$ cat config.mk
export PLATFORM = sky130hd
export DESIGN_NAME = sync_mod_updown_counter
export DESIGN_NICKNAME = d
export VERILOG_FILES = /design/src/rtl/cnt_pkg.sv /design/src/rtl/cnt_next_val.sv /design/src/rtl/sync_mod_updown_counter.sv
export SDC_FILE = /design/constraint.sdc
export NUM_CORES = 1
export LEC_CHECK = 0
export ABC_AREA = 1
export CAP_MARGIN = 20
export CORE_MARGIN = 2
export CORE_UTILIZATION = 29
export CTS_CLUSTER_DIAMETER = 200
export CTS_CLUSTER_SIZE = 12
export DETAILED_ROUTE_END_ITERATION = 8
export GPL_ROUTABILITY_DRIVEN = 0
export SYNTH_ARGS = -nofsm -noshare
export SYNTH_HDL_FRONTEND = slang
export SYNTH_HIERARCHICAL = 1
export SYNTH_SLANG_ARGS = --single-unit
$ cat constraint.sdc
create_clock -name clk -period 3.55 [get_ports clk]
set_input_delay 0.5325 -clock clk [delete_from_list [all_inputs] [get_ports clk]]
set_output_delay 0.5325 -clock clk [all_outputs]
set_load 0.05 [all_outputs]
$ cat src/rtl/cnt_pkg.sv
// Shared types and helpers for the modulo up/down counter.
package cnt_pkg;

    // Counter run state: RUN counts, HALT freezes after a one-shot completes.
    typedef enum logic {
        RUN  = 1'b0,
        HALT = 1'b1
    } state_e;

    localparam logic DIR_UP = 1'b1;
    localparam logic DIR_DN = 1'b0;

    // Terminal value for a direction: MOD-1 counting up, 0 counting down.
    function automatic int unsigned tv(input logic dir, input int unsigned mod);
        return (dir == DIR_UP) ? mod - 1 : 0;
    endfunction

endpackage

$ cat src/rtl/cnt_next_val.sv
// Combinational next-value logic for the modulo up/down counter.
// Produces the clamped load value or the modulo step, and flags q == terminal value.
module cnt_next_val
    import cnt_pkg::*;
#(
    parameter int unsigned WIDTH = 3,
    parameter int unsigned MOD   = 8
) (
    input  logic [WIDTH-1:0] q,
    input  logic             up_dn,
    input  logic             load,
    input  logic [WIDTH-1:0] load_val,
    output logic [WIDTH-1:0] next_val,
    output logic             at_tv
);

    // Largest legal count; comparing against it avoids forming MOD itself,
    // which does not fit in WIDTH bits when MOD == 2**WIDTH.
    localparam logic [WIDTH-1:0] MAX_VAL = WIDTH'(MOD - 1);

    logic [WIDTH-1:0] tv_val;

    assign tv_val = WIDTH'(tv(up_dn, MOD));

    // Select clamped load value, else the wrap-aware step in the current direction.
    always_comb begin
        next_val = q;
        if (load) begin
            next_val = (load_val > MAX_VAL) ? MAX_VAL : load_val;
        end else if (up_dn == DIR_UP) begin
            next_val = (q == MAX_VAL) ? '0 : q + WIDTH'(1);
        end else begin
            next_val = (q == '0) ? MAX_VAL : q - WIDTH'(1);
        end
    end

    // Terminal value follows the live direction input, so a direction change is seen at once.
    always_comb begin
        at_tv = (q == tv_val);
    end

endmodule

$ cat src/rtl/sync_mod_updown_counter.sv
// Synchronous modulo-N up/down counter with parallel load, count enable,
// terminal-count strobe, wrap pulse and an optional one-shot (stop at terminal) mode.
module sync_mod_updown_counter
    import cnt_pkg::*;
#(
    parameter int unsigned WIDTH = 3,
    parameter int unsigned MOD   = 8
) (
    input  logic             clk,
    input  logic             rst,
    input  logic             en,
    input  logic             up_dn,
    input  logic             load,
    input  logic [WIDTH-1:0] load_val,
    input  logic             oneshot,
    output logic [WIDTH-1:0] q,
    output logic             tc,
    output logic             wrap,
    output logic             done
);

    state_e           state;
    logic [WIDTH-1:0] next_val;
    logic             at_tv;

    cnt_next_val #(
        .WIDTH (WIDTH),
        .MOD   (MOD)
    ) u_next_val (
        .q        (q),
        .up_dn    (up_dn),
        .load     (load),
        .load_val (load_val),
        .next_val (next_val),
        .at_tv    (at_tv)
    );

    // Terminal count decoded straight from the registered count: no added latency.
    always_comb begin
        tc = en & (state == RUN) & at_tv;
    end

    // Count register, wrap/done flags and RUN/HALT state; load overrides everything but reset.
    always_ff @(posedge clk or posedge rst) begin
        if (rst) begin
            q     <= '0;
            wrap  <= 1'b0;
            done  <= 1'b0;
            state <= RUN;
        end else if (load) begin
            q     <= next_val;
            wrap  <= 1'b0;
            done  <= 1'b0;
            state <= RUN;
        end else begin
            case (state)
                HALT: begin
                    // Frozen; leaving one-shot mode resumes counting but keeps done set.
                    wrap <= 1'b0;
                    if (!oneshot) begin
                        state <= RUN;
                    end
                end
                RUN: begin
                    if (en) begin
                        if (oneshot && at_tv) begin
                            state <= HALT;
                            done  <= 1'b1;
                            wrap  <= 1'b0;
                        end else begin
                            q    <= next_val;
                            wrap <= at_tv;
                        end
                    end else begin
                        wrap <= 1'b0;
                    end
                end
                default: begin
                    state <= RUN;
                    wrap  <= 1'b0;
                end
            endcase
        end
    end

endmodule

* Word-level counts from Yosys, hierarchy flattened *
Cells that the tools add are included.

cells by class
  add/sub/neg operators = 2
  order comparisons = 1
  equality and inequality tests = 4
  mux-type cells = 23
  bitwise logic cells = 3
  reduce and logical (&&, ||, !) cells = 6

operators by type and width
  operator             number
  $mux 3               10
  $mux 1               11
  $reduce_and 3->1     2
  $ne 2x2->1 const B   2
  $pmux 1 s2           2
  $reduce_bool 2->1    2
  $add 3x1->3 const B  1
  $eq 3x3->1           1
  $eq 3x3->1 const B   1
  $gt 3x3->1 const B   1
  $logic_not 3->1      1
  $sub 3x1->3 const B  1
  $and 1x1->1          2
  $logic_and 1x1->1    1
  $not 1->1            1

word-level totals
  flip-flop bits (word level) = 6
  input bits = 9
  output and inout bits = 6
  logic and storage cells = 43

* Depth between registers and ports, before layout *
Gate-level depths: netlist of run 1.

  word-level depth = 8
  depth in mapped cells = 9
  depth with buffers taken out = 9

* Hierarchy *
The synthesis of run 1 kept the hierarchy.

by module, submodules not included
  module                   instances  cells an instance  area an instance (um^2)  sequential area each (um^2)
  sync_mod_updown_counter  1          31                 277.8                    150.1
  cnt_next_val             1          26                 148.9                    0.0

* Worst setup path before layout of run 1 *
Ideal clock, no wire load.

  path type = register to output
  start point = register q[0]
  end point = output port tc
  data arrival time = 1.398 ns
  data required time = 3.017 ns
  slack = 1.620 ns
  stages on the path, launching flop included = 5
  buffers on the path = 0
  cell sequence = dfrtp_1 > nand4_1 > nand2_1 > nand3_2 > inv_1

between the ends
  longest elaborated chain between the ends = 2

RTL lines
  what                    line                           RTL
  start, declared         sync_mod_updown_counter.sv:16  output logic [WIDTH-1:0] q,
  start signal, assigned  sync_mod_updown_counter.sv:51  q <= next_val;
  start signal, assigned  sync_mod_updown_counter.sv:71  q <= next_val;
  $eq 3x3->1              cnt_next_val.sv:39             at_tv = (q == tv_val);
  named net at_tv         sync_mod_updown_counter.sv:24  logic at_tv;
  $and 1x1->1             sync_mod_updown_counter.sv:40  tc = en & (state == RUN) & at_tv;
  end, declared           sync_mod_updown_counter.sv:17  output logic tc,

The timed path passes the listed nets, and every way through them passes these cells.

* Worst setup path in the final report of run 1 *
  start point = input port up_dn
  end point = output port tc

between the ends
  longest elaborated chain between the ends = 3

RTL lines
  what             line                           RTL
  start, declared  sync_mod_updown_counter.sv:12  input logic up_dn,
  $mux 3           cnt_pkg.sv:15                  return (dir == DIR_UP) ? mod - 1 : 0;
  $eq 3x3->1       cnt_next_val.sv:39
  named net at_tv  sync_mod_updown_counter.sv:24
  $and 1x1->1      sync_mod_updown_counter.sv:40

The timed path passes the listed nets, and every way through them passes these cells.

==> impl_metrics.tcl, run 1 <==
set metrics [dict create \
    synth_cells 57 \
    htree_num_levels 1 \
    start_kind "input port" \
    drt-total-wl_um 917 \
    hold_viol 0 \
    synth.top_cell.area_share_pct 35.2 \
    path_class "in2out" \
    path_cells "clkdlybuf4s50_1, inv_1, nand4_1, nand2_1, nand3_2, inv_1, clkdlybuf4s50_1" \
    route.detailed.drc 0 \
    tightest_slew_ns 0.498 \
    status "complete, no violations" \
    seq_power_share_pct 31.9 \
    final_layout_size_suffix_gt1_share_pct 9.46 \
    io_pins 15 \
    fp.dieArea_um2 1790 \
    grt_pass1_wl_um 1630 \
    synth_area_um2 427 \
    hold_buffers 0 \
    worst_ep_arrival_time_ns 2.38 \
    hold_class "reg2reg" \
    drtIter0Drc 2 \
    n_antenna_cell 0 \
    p_comb_share_pct 46.8 \
    yosysSeqAreaShare_pct 35.2 \
    area_growth_pct 42.5 \
    ys_ff_latch 6 \
    die_h_um 42.4 \
    ys.flop_type "dfrtp_1" \
    finalCriticalPeriod_ns 2.92 \
    rsz0062_at_grt "false" \
    fmax_ghz 0.343 \
    fillers 140 \
    cts_num_sinks 6 \
    vias 429 \
    antenna_found_initial 0 \
    ir_worst_vdd_uv 233 \
    internal-power_w 0.000169 \
    synthTopCellsByCount "14 x nand2_1, 9 x inv_1, 6 x dfrtp_1, 5 x nand4_1" \
    async_flop_share_pct 100 \
    cts_tree "built" \
    grt_usage_pct 12.0 \
    final.setup_skew_ns 0.00349 \
    clockPowerShare_pct 21.3 \
    dp_hpwl_um 746 \
    grt_max_degree 9 \
    clkTransAtPathRegs_ns 0.04 \
    avgSynthCellArea_um2 7.49 \
    grt_pass1_vias 392 \
    hold_slack_ns 0.492 \
    finalSetupTns_ns 0 \
    post-route-period-util_pct 82.1 \
    final_max_slew_viol_count 0 \
    postRouteAntennaNets 0 \
    crit-reg2reg-launch "q[0]" \
    io_buffers 14 \
    finalSetupViolCount 0 \
    multi_input_area_um2 239 \
    fin_nets 89 \
    whs_path_depth 2 \
    synth.most_common_cell "nand2_1" \
    start_util_pct 32.0 \
    register_area_um2 150 \
    vias_per_cell 4.82 \
    min_to "done" \
    cap_violations 0 \
    reg2reg_to "q[2]" \
    overflow 0 \
    netSwitchingPower_w 0.000117 \
    r2r_slack_ns 1.92 \
    synth_area_leader_cell "dfrtp_1" \
    cts_root_buffer "clkbuf_4" \
    yosysUniqueCellTypes 14 \
    critPathSlowestCell "clkdlybuf4s50_1" \
    critPathMaxFanout 6 \
    clockBufferDepth 2 \
    cts.repair.resized 0 \
    core_area_um2 1330 \
    swShare_pct 40.9 \
    slowest_delay_ns 0.79 \
    min_from "done" \
    relSlewSlack_pct 66.7 \
    ff2ff_path_depth 7 \
    row_count 13 \
    wl_per_cell_um 10.3 \
    leakagePower_nw 0.306 \
    drt-pass1-iter-count 4 \
    postCtsSetupRepairBufs 0 \
    worstSetupEndpointType "output port" \
    synth_edf_count 0 \
    worstSkewPairLatency_ns 0.24 \
    yosys-top-cells-area "dfrtp_1 35%, nand2_1 12%, ha_1 12%, inv_1 7.9%, nand4_1 7.3%" \
    syn_nets 70 \
    yosysWarnings 6 \
    pwr_density_cell_nw_per_um2 470 \
    die_w_um 42.4 \
    cp.required_ns 3.02 \
    cts_buffers 3 \
]
layer usage:
metal	share of wire (%)	up-vias	track usage, %
met5	0	-	0
met4	0.55	0	3.75
met3	7.1	2	5.17
met2	46	14	17.2
met1	46	190	16.1
li1	-	223	-
registers in the layout (all words and copies together), names as in the netlist:
name	cells
q	3
wrap	1
state	1
done	1
power by group through the flow:
stage,clock network (W),registers (W),logic (W)
after floorplan,0,0.000122,0.0000581
after global placement,0,0.0000923,0.000134
after detailed placement,0,0.0000926,0.000135
after CTS,0.0000641,0.0000918,0.000135
after global routing,0.0000682,0.0000939,0.000148
final,0.0000608,0.0000913,0.000134
critical path: cells and delay by family:
kind                   cells  cell delay (ns)
buffers and inverters      4             1.49
and+or+nand+nor            3             0.36
layout make-up:
cell class              count  share of cell area, %
multi-input cells          41                   39.3
flip-flops and latches      6                   24.7
repair buffers             14                   23.0
inverters                  10                   6.17
clock buffers               3                   3.70
well taps                  15                   3.09
logic make-up (layout without fill, tap and decap cells):
family                     after synthesis  in the layout  share of synthesized area (%)
xor gates and xnor gates                 1              1                           2.05
adders and majority gates                4              4                           11.7
AOI/OAI and AO/OA                        5              5                           5.86
buffers and inverters                   10             27                           8.80
DFF                                      6              6                           35.2
and+or+nand+nor                         31             31                           36.4
worst max-delay path by stage:
| stage | from | end | slack [ns] | cells after the start |
|---|---|---|---|---|
| after floorplan | q[0] | tc | 1.62 | 4 |
| after global placement | up_dn | tc | 0.69 | 6 |
| after detailed placement | up_dn | tc | 0.66 | 7 |
| after CTS | up_dn | tc | 0.65 | 7 |
| after global routing | up_dn | tc | 0.54 | 7 |
| final | up_dn | tc | 0.63 | 7 |
cell usage in the layout (no fill, tap or decap), drive strengths merged, types with 3 or more instances in the layout:
| cell type | instances |
|---|---|
| inv | 10 |
| clkbuf | 3 |
| clkdlybuf4s50 | 14 |
| a21oi | 4 |
| nand2 | 14 |
| dfrtp | 6 |
| ha | 4 |
| nand4 | 5 |
| nand3 | 6 |
| nor2 | 4 |
through the flow:
stage	area (um2)	total power, W	utilization [%]	worst slack (ns)	std cells
floorplan	427	0.000180	-	1.62	57
global route	608	0.000310	45.6	0.538	89
finish	608	0.000286	45.6	0.635	89
detailed placement	586	0.000228	43.9	0.658	86
global placement	586	0.000227	43.9	0.688	86
CTS	608	0.000291	45.6	0.650	89
Note: power is estimated with default switching activity, not from simulation.
==> inputs of run 2 (changes only) <==
Clock period 3.55 ns to 3 ns, I/O delays scaled along.
==> impl_metrics.tcl, run 2 (synthesized netlist as in run 1, its figures left out) <==
set metrics [dict create \
    status "complete, no violations" \
    worstSetupEndpointType "output port" \
    finalSetupTns_ns 0 \
    die_w_um 42.4 \
    fin_nets 89 \
    finalSetupViolCount 0 \
    ir_worst_vdd_uv 308 \
    cts_root_buffer "clkbuf_4" \
    drt-total-wl_um 959 \
    layout_common_cells "14 x nand2_1, 13 x clkdlybuf4s50_1, 9 x inv_1" \
    io_buffers 14 \
    power.total_w 0.000338 \
    fillers 141 \
    overflow 0 \
    hold_class "in2async" \
    worst_ep_arrival_time_ns 1.66 \
    netSwitchingPower_w 0.000139 \
    leakagePower_nw 0.308 \
    seq_power_share_pct 32.3 \
    antenna_found_initial 0 \
    dp_slack_ns 0.894 \
    die_h_um 42.4 \
    hold_buffers 0 \
    route.detailed.drc 0 \
    dpl_cell_area_um2 583 \
    clkTransAtPathRegs_ns 0.04 \
    postCtsSetupRepairBufs 0 \
    core_area_um2 1330 \
    register_area_um2 150 \
    finalCriticalPeriod_ns 2.11 \
    wl_per_cell_um 10.8 \
    internal-power_w 0.000199 \
    area_growth_pct 41.9 \
    n_antenna_cell 0 \
    postRouteAntennaNets 0 \
    final.setup_skew_ns 0.000270 \
    pwr_density_cell_nw_per_um2 558 \
    cts_buffers 3 \
    post-route-period-util_pct 70.4 \
    vias_per_cell 4.82 \
    drtIter0Drc 8 \
    cap_violations 0 \
    critPathMaxFanout 6 \
    grt_max_degree 9 \
    final_layout_size_suffix_gt1_share_pct 10.8 \
    largest_reg_flops 3 \
    htree_num_levels 1 \
    row_count 13 \
    relSlewSlack_pct 66.4 \
    final_common_cell "nand2_1" \
    grt_pass1_vias 443 \
    worstSkewPairLatency_ns 0.24 \
    final_max_slew_viol_count 0 \
    swShare_pct 41.0 \
    io_pins 15 \
    fmax_ghz 0.473 \
    cts_tree "built" \
    cp.required_ns 2.55 \
    setup_ws_ns 0.887 \
    cts.repair.resized 0 \
    start_kind "input port" \
    hold_slack_ns 0.420 \
    clockBufferDepth 2 \
    design_area_um2 606 \
    multi_input_area_um2 239 \
    fp.dieArea_um2 1790 \
    clockPowerShare_pct 21.0 \
    hold_viol 0 \
    largest-register "q" \
    grt_pass1_wl_um 1890 \
    tightest_slew_ns 0.502 \
    start_util_pct 32.0 \
    p_comb_share_pct 46.7 \
    grt_usage_pct 14.0 \
    cts_num_sinks 6 \
    vias 429 \
    rsz0062_at_grt "false" \
    path_class "in2out" \
    drt-pass1-iter-count 4 \
    dp_hpwl_um 749 \
]
## run 2: final cells by class
type / count / area share (%)
Inverter: 10 / 6.20
Tap cell: 15 / 3.10
Timing Repair Buffer: 14 / 22.7
Clock buffer: 3 / 3.72
Sequential cell: 6 / 24.8
Multi-Input combinational cell: 41 / 39.5
## run 2: stage by stage
stage,utilization [%],cells
floorplan,-,57
global placement,43.7,86
detailed placement,43.7,86
CTS,45.4,89
global route,45.4,89
finish,45.4,89
## run 2: power groups by stage
stage / combinational [W] / sequential (W) / clock (W)
floorplan: 0.0000688 / 0.000145 / 0
global placement: 0.000159 / 0.000109 / 0
detailed placement: 0.000159 / 0.000110 / 0
CTS: 0.000160 / 0.000109 / 0.0000760
global route: 0.000175 / 0.000112 / 0.0000821
finish: 0.000158 / 0.000109 / 0.0000711
## run 2: worst paths after layout
| kind | start | end | slack (ns) | cells past startpoint |
|---|---|---|---|---|
| worst max-delay path | up_dn | tc | 0.89 | 7 |
| worst min-delay path | rst | q[1] | 0.42 | 2 |
| worst max register to register | q[0] | q[2] | 1.38 | 7 |
| worst min register to register | done | done | 0.55 | 2 |
| max in group asynchronous | rst | state | 2.40 | 2 |
| min in group clk | done | done | 0.55 | 2 |
## run 2: critical path, stage by stage
cell and delay [ns]:
clkdlybuf4s50_1 0.50, inv_1 0.11, nand4_1 0.09, nand2_1 0.14
nand3_2 0.12, inv_1 0.07, buf_4 0.19
## run 2: per-layer routing
layer	GRT usage, %	wire, um	vias up	part of all wire, %
met5	0	0	-	0
met4	3.75	0	0	0
met3	6.47	61	0	6.4
met2	22.5	465	15	48
met1	16.9	433	190	45
li1	-	-	224	-
==> inputs of run 3 (changes only) <==
Clock period 3 ns to 2.1 ns, I/O delays scaled along.
==> impl_metrics.tcl, run 3 (synthesized netlist as in run 1, its figures left out) <==
set metrics [dict create \
    start_util_pct 32.0 \
    cts_tree "built" \
    area_growth_pct 44.9 \
    antenna_found_initial 0 \
    largest-register "q" \
    cp.required_ns 1.78 \
    drtIter0Drc 6 \
    start_kind "input port" \
    io_buffers 14 \
    postRouteAntennaNets 0 \
    postCtsSetupRepairBufs 0 \
    route.detailed.drc 0 \
    wl_per_cell_um 9.92 \
    row_count 13 \
    tightest_slew_ns 0.503 \
    grt_max_degree 9 \
    worstSetupEndpointType "output port" \
    vias 415 \
    io_pins 15 \
    final_cells 89 \
    gr-max-usage-layer "met2" \
    final_common_cell "nand2_1" \
    final_max_slew_viol_count 0 \
    rsz0062_at_grt "false" \
    grtUsageMet1_pct 15.6 \
    r2r_slack_ns 0.48 \
    core_area_um2 1330 \
    drt-total-wl_um 883 \
    grt_usage_pct 11.5 \
    dp_slack_ns 0.254 \
    finalCriticalPeriod_ns 1.84 \
    hold_buffers 0 \
    leakagePower_nw 0.311 \
    multi_input_area_um2 239 \
    cts_num_sinks 6 \
    clkTransAtPathRegs_ns 0.04 \
    final_layout_size_suffix_gt1_share_pct 10.8 \
    gr-usage-met3_pct 5.17 \
    cap_violations 0 \
    fillers 147 \
    cts_root_buffer "clkbuf_4" \
    fin_nets 89 \
    overflow 0 \
    clockBufferDepth 2 \
    htree_num_levels 1 \
    reg2reg_to "q[2]" \
    register_area_um2 150 \
    status "complete, no violations" \
    path_class "in2out" \
    die_h_um 42.4 \
    largest_reg_flops 3 \
    finalSetupViolCount 0 \
    worst_ep_arrival_time_ns 1.52 \
    finalSetupTns_ns 0 \
    final.setup_skew_ns 0.00299 \
    cts.repair.resized 0 \
    relSlewSlack_pct 66.4 \
    dp.cells 86 \
    ir_worst_vdd_uv 512 \
    die_w_um 42.4 \
    pwr_density_cell_nw_per_um2 782 \
    grt_pass1_vias 407 \
    critPathMaxFanout 6 \
    layout_common_cells "14 x nand2_1, 13 x clkdlybuf4s50_1, 9 x inv_1" \
    hold_class "in2async" \
    power.total_w 0.000483 \
    worstSkewPairLatency_ns 0.24 \
    dp_hpwl_um 767 \
    n_antenna_cell 0 \
    fp.dieArea_um2 1790 \
    drt-pass1-iter-count 3 \
    setup_ws_ns 0.263 \
    fmax_ghz 0.544 \
    post-route-period-util_pct 87.5 \
    met2_usage_pct 17.8 \
    crit-reg2reg-launch "q[0]" \
    grt_pass1_wl_um 1600 \
    hold_viol 0 \
    vias_per_cell 4.66 \
    cts_buffers 3 \
    ff2ff_path_depth 7 \
]
[run 3: cell counts in the layout (fill, tap and decap cells not counted)]
Identical to the previous run, type by type.
[run 3: where the power goes]
| part | internal (W) | total, W | switching [W] |
|---|---|---|---|
| Combinational | 0.0000928 | 0.000231 | 0.000138 |
| Clock | 0.0000642 | 0.0000991 | 0.0000349 |
| Sequential | 0.000132 | 0.000153 | 0.0000208 |
| Total | 0.000289 | 0.000483 | 0.000194 |
[run 3: layout make-up]
type | count | area share [%]
Multi-Input combinational cell | 41 | 38.7
Tap cell | 15 | 3.04
Timing Repair Buffer | 14 | 24.3
Clock buffer | 3 | 3.64
Inverter | 10 | 6.07
Sequential cell | 6 | 24.3
[run 3: how the worst max path moves through the flow]
stage | depth (start not counted) | slack, ns | from | to
floorplan | 7 | 0.29 | q[0] | q[2]
global placement | 6 | 0.28 | up_dn | tc
detailed placement | 7 | 0.25 | up_dn | tc
CTS | 7 | 0.25 | up_dn | tc
global route | 7 | 0.17 | up_dn | tc
finish | 7 | 0.26 | up_dn | tc
[run 3: critical path, stage by stage]
cell             delay, ns
clkdlybuf4s50_1       0.50
inv_1                 0.11
nand4_1               0.09
nand2_1               0.13
nand3_2               0.12
inv_1                 0.11
buf_12                0.14
[run 3: through the flow]
stage	utilization, %	hold WS [ns]	cell area (um2)
floorplan	-	0.106	427
global placement	44.7	0.506	596
detailed placement	44.7	0.491	596
CTS	46.3	0.286	618
global route	46.3	0.319	618
finish	46.3	0.290	618
[run 3: routing by layer]
metal	wire length, um	share of wire (%)
met5	0	0
met4	0	0
met3	30	3.4
met2	419	47
met1	433	49
